`config.mk`:
```
export PLATFORM = sky130hd
export DESIGN_NAME = parity_gen
export DESIGN_NICKNAME = d
export VERILOG_FILES = /design/src/rtl/parity_pkg.sv /design/src/rtl/parity_tree.sv /design/src/rtl/parity_gen.sv
export SDC_FILE = /design/constraint.sdc
export NUM_CORES = 1
export LEC_CHECK = 0
export BUFFER_PORTS_ARGS = -buffer_cell sky130_fd_sc_hd__buf_2
export CAP_MARGIN = 10
export CORE_AREA = 2 2 39 41
export DETAILED_ROUTE_END_ITERATION = 7
export DIE_AREA = 0 0 41 43
export REMOVE_ABC_BUFFERS = 1
export SYNTH_ARGS = -nofsm -noshare
export SYNTH_HDL_FRONTEND = slang
export SYNTH_HIERARCHICAL = 1
export SYNTH_SLANG_ARGS = --single-unit
```
`constraint.sdc`:
```
create_clock -name clk -period 1.6 [get_ports clk]
set_clock_uncertainty 0.15 [all_clocks]
set_input_delay 0.24 -clock clk [delete_from_list [all_inputs] [get_ports clk]]
set_output_delay 0.24 -clock clk [all_outputs]
set_load 0.02 [all_outputs]
```
`src/rtl/parity_pkg.sv`:
```
// Shared constants and width helper for the parity generator slice.
package parity_pkg;

  localparam int PAR_EVEN = 0;
  localparam int PAR_ODD  = 1;

  // Bits needed to hold a population count of 0..w.
  function automatic int cnt_width(input int w);
    return $clog2(w + 1);
  endfunction

endpackage

```
`src/rtl/parity_tree.sv`:
```
// Combinational XOR-reduction and popcount of a data word, built as a
// balanced binary tree over a power-of-two padded leaf set.
module parity_tree
  import parity_pkg::*;
#(
  parameter int WIDTH = 4
) (
  input  logic [WIDTH-1:0]            data_in,
  output logic                        parity,
  output logic [cnt_width(WIDTH)-1:0] ones_cnt
);

  localparam int CW     = cnt_width(WIDTH);
  localparam int LEVELS = (WIDTH > 1) ? $clog2(WIDTH) : 0;
  localparam int N      = 1 << LEVELS;

  logic [N-1:0]  data_pad;
  logic [CW-1:0] cnt_node [1:2*N-1];
  logic          par_node [1:2*N-1];

  assign data_pad = N'(data_in);

  // Heap layout: leaves at N..2N-1, node k combines children 2k and 2k+1,
  // root at 1; partial sums never exceed WIDTH so CW bits suffice everywhere.
  always_comb begin
    cnt_node = '{default: '0};
    par_node = '{default: 1'b0};
    for (int unsigned i = 0; i < N; i++) begin
      cnt_node[N+i] = CW'(data_pad[i]);
      par_node[N+i] = data_pad[i];
    end
    for (int unsigned k = N - 1; k >= 1; k--) begin
      cnt_node[k] = cnt_node[2*k] + cnt_node[2*k+1];
      par_node[k] = par_node[2*k] ^ par_node[2*k+1];
    end
  end

  assign ones_cnt = cnt_node[1];
  assign parity   = par_node[1];

endmodule

```
`src/rtl/parity_gen.sv`:
```
// Registered parity generator: parity bit, weight flag and ones count of each
// accepted word, one cycle after capture.
module parity_gen
  import parity_pkg::*;
#(
  parameter int WIDTH      = 4,
  parameter int ODD_PARITY = PAR_EVEN
) (
  input  logic                        clk,
  input  logic                        rst,
  input  logic                        in_valid,
  input  logic [WIDTH-1:0]            data_in,
  output logic                        data_out,
  output logic                        odd_even,
  output logic [cnt_width(WIDTH)-1:0] ones_cnt,
  output logic                        out_valid
);

  localparam int   CW  = cnt_width(WIDTH);
  localparam logic INV = (ODD_PARITY == PAR_ODD) ? 1'b1 : 1'b0;

  logic          tree_par;
  logic [CW-1:0] tree_cnt;

  logic          data_out_q,  data_out_d;
  logic          odd_even_q,  odd_even_d;
  logic [CW-1:0] ones_cnt_q,  ones_cnt_d;
  logic          out_valid_q, out_valid_d;

  parity_tree #(
    .WIDTH (WIDTH)
  ) u_tree (
    .data_in  (data_in),
    .parity   (tree_par),
    .ones_cnt (tree_cnt)
  );

  // Tree results are only selected when in_valid is high, so an undriven
  // data_in on idle cycles never reaches the registers.
  always_comb begin
    data_out_d  = data_out_q;
    odd_even_d  = odd_even_q;
    ones_cnt_d  = ones_cnt_q;
    out_valid_d = 1'b0;
    if (in_valid) begin
      odd_even_d  = tree_par;
      data_out_d  = tree_par ^ INV;
      ones_cnt_d  = tree_cnt;
      out_valid_d = 1'b1;
    end
  end

  always_ff @(posedge clk) begin
    if (rst) begin
      data_out_q  <= 1'b0;
      odd_even_q  <= 1'b0;
      ones_cnt_q  <= '0;
      out_valid_q <= 1'b0;
    end else begin
      data_out_q  <= data_out_d;
      odd_even_q  <= odd_even_d;
      ones_cnt_q  <= ones_cnt_d;
      out_valid_q <= out_valid_d;
    end
  end

  assign data_out  = data_out_q;
  assign odd_even  = odd_even_q;
  assign ones_cnt  = ones_cnt_q;
  assign out_valid = out_valid_q;

endmodule

```
==> flow_summary.ini <==
[synth]
ys_ff_latch = 5
synth_top_family_by_area = adder cells
synthMuxAreaShare_pct = 14.3
yosys.area_share.simple_pct = 7.59
ys_seq_area_share_pct = 35.7
ys_warn_count = 6
synth_area_um2 = 280
syn_area_per_cell_um2 = 10.8
synth_cell_types = 10
synth_compound_area_share_pct = 0
synth_xor_area_share_pct = 8.48
synth_top_area_share_pct = 35.7
synth_cells = 26
synth.top_cells.by_area = dfxtp_1 36%, mux2i_1 14%, ha_1 13%, xor3_1 8.5%, fa_1 7.1%
synth_adder_area_share_pct = 20.5
synth.largest_area_cell = dfxtp_1

[setup_path]
startpoint_type = input port
worstReg2RegEnd = ones_cnt[1]$_SDFFE_PP0P_
cp_data_required_time_ns = 1.58
reg2reg_slack_ns = 0.86
arrival_ns = 1.54
reg2reg_depth = 2
rr_startpoint = ones_cnt[1]$_SDFFE_PP0P_
path_class = input port to flop
crit_fanout = 2
worstSetupEndpointType = flop

[placed_design]
gp_congestion = 0.624
placed_area_um2 = 364
portBuffers = 12
dp_slack_ns = -0.256

[floorplanning]
die_y_um = 43
fp-row-count = 14
io_pins = 13
dieArea_um2 = 1760
fp.dieW_um = 41
initial_utilization_pct = 20.3
core_area_um2 = 1380

[timing]
whs_ns = 0.0700
fin_tns_setup_ns = 0
setup_viol = 0
finalWorstSetupSlack_ns = 0.0403
period_needed_ns = 1.56
fmax_mhz = 641
slew_headroom_pct = 91.7
timing.final.crit_share_pct = 97.5
slew_violations = 0
worst_pin_slew_ns = 0.121
finalHoldViolCount = 0

[layout]
final_nets = 55
layout_common_cells = 12 x buf_2, 5 x dfxtp_1, 4 x mux2i_1, 4 x nor2_1
drive_gt1_share_pct = 51.2
final_cell_area_um2 = 415
n_antenna_cell = 0
syn2layout_area_growth_pct = 48.2
fillers = 148
layout_commonest_cell = buf_2

[grt]
grt_overflow = 0
grt_max_degree = 6
grtUsageTotal_pct = 5.93
grt_pass1_vias = 179
antenna_found_initial = 0
grt_pass1_wl_um = 627

[cts]
cts.path.max_buffers = 2
numCtsBuffers = 3
root_buffer = clkbuf_4
clock-sinks = 5
htree_levels = 1
clk_latency_ns = 0.24
tritoncts = done
cts-resized-gates = 0
cts_setup_buffers = 0
hold_buffers = 0
clk_pin_slew_worst_paths_ns = 0.05

[drt]
route.detailed.drc = 0
routed_via_density = 3.58
ant_nets = 0
drtIter0Drc = 0
wl_um = 524
vias = 211
wire_per_inst_um = 8.88
drtPass1Iterations = 1

[power]
p_seq_share_pct = 35.6
swShare_pct = 28.5
p_comb_share_pct = 26.5
ir_drop_mv = 0.266
power.leakage_nw = 0.228
power.density_nw_per_um2 = 950
power_switching_w = 0.000112
cellInternalPower_w = 0.000282
power.clock.fraction_pct = 38.0

[outcome]
status = finished clean

[hold_path]
min_path_cells = 2
hold_class = input port to flop
min_from = rst
min_to = out_valid$_SDFF_PP0_

[flow_run]
cap_violations = 0
==> synthesized netlist by cell type <==
cell type,n
nor2_1,4
inv_1,5
fa_1,1
dfxtp_1,5
nor2b_1,1
mux2i_1,4
ha_1,3
buf_6,1
xor3_1,1
buf_4,1
==> flip-flops by register name, indices dropped and copies added, names as in the netlist <==
register	count
odd_even	1
out_valid	1
ones_cnt	3
==> cell type report <==
cell class,count,area [um^2],share of cell area [%]
clock buffers,4,26.3,6.33
multi-input cells,14,168,40.4
inverters,5,18.8,4.52
well taps,16,20.0,4.82
flip-flops and latches,5,100,24.1
repair buffers,15,82.6,19.9
==> per-layer routing <==
metal	global-route usage, %	part of all wire (%)
met1	5.81	41
met2	7.19	49
met3	4.71	9.9
met4	6.00	0
met5	0	0
==> power groups by stage <==
| stage | clock network [W] | registers (W) | logic, W |
|---|---|---|---|
| after CTS | 0.000156 | 0.000140 | 0.0000914 |
| after detailed placement | 0 | 0.000143 | 0.0000910 |
| after global routing | 0.000168 | 0.000141 | 0.000117 |
| after floorplan | 0 | 0.000160 | 0.0000377 |
| after global placement | 0 | 0.000142 | 0.0000905 |
| final | 0.000150 | 0.000140 | 0.000104 |
==> stage by stage <==
stage | power, W | util [%] | instances
final | 0.000394 | 30.0 | 59
after global routing | 0.000426 | 30.0 | 59
after CTS | 0.000388 | 28.2 | 59
after detailed placement | 0.000234 | 26.3 | 55
after global placement | 0.000233 | 26.3 | 55
after floorplan | 0.000197 | - | 24
==> worst max path at each step <==
stage                from                       end  slack, ns
3_5_place_dp   data_in[0]  ones_cnt[1]$_SDFFE_PP0P_      -0.26
5_1_grt        data_in[3]  ones_cnt[1]$_SDFFE_PP0P_      -0.01
2_1_floorplan  data_in[0]  ones_cnt[1]$_SDFFE_PP0P_      -0.08
6_report       data_in[3]  ones_cnt[1]$_SDFFE_PP0P_       0.04
3_3_place_gp   data_in[0]  ones_cnt[1]$_SDFFE_PP0P_      -0.23
4_1_cts        data_in[0]  ones_cnt[1]$_SDFFE_PP0P_      0.003
==> kinds of logic after synthesis <==
| logic type | Yosys count |
|---|---|
| XOR/XNOR | 1 |
| adder cells (fa/ha/maj) | 4 |
| buffers and inverters | 7 |
| flip-flops | 5 |
| multiplexers | 4 |
| AND/OR/NAND/NOR | 5 |
==> critical path: stages <==
cell     delay, ns
buf_2         0.09
inv_2         0.04
fa_1          0.56
inv_2         0.05
ha_4          0.16
ha_4          0.22
mux2i_1       0.12
nor2_1        0.06
No activity file was read; power rests on OpenSTA's default activity.
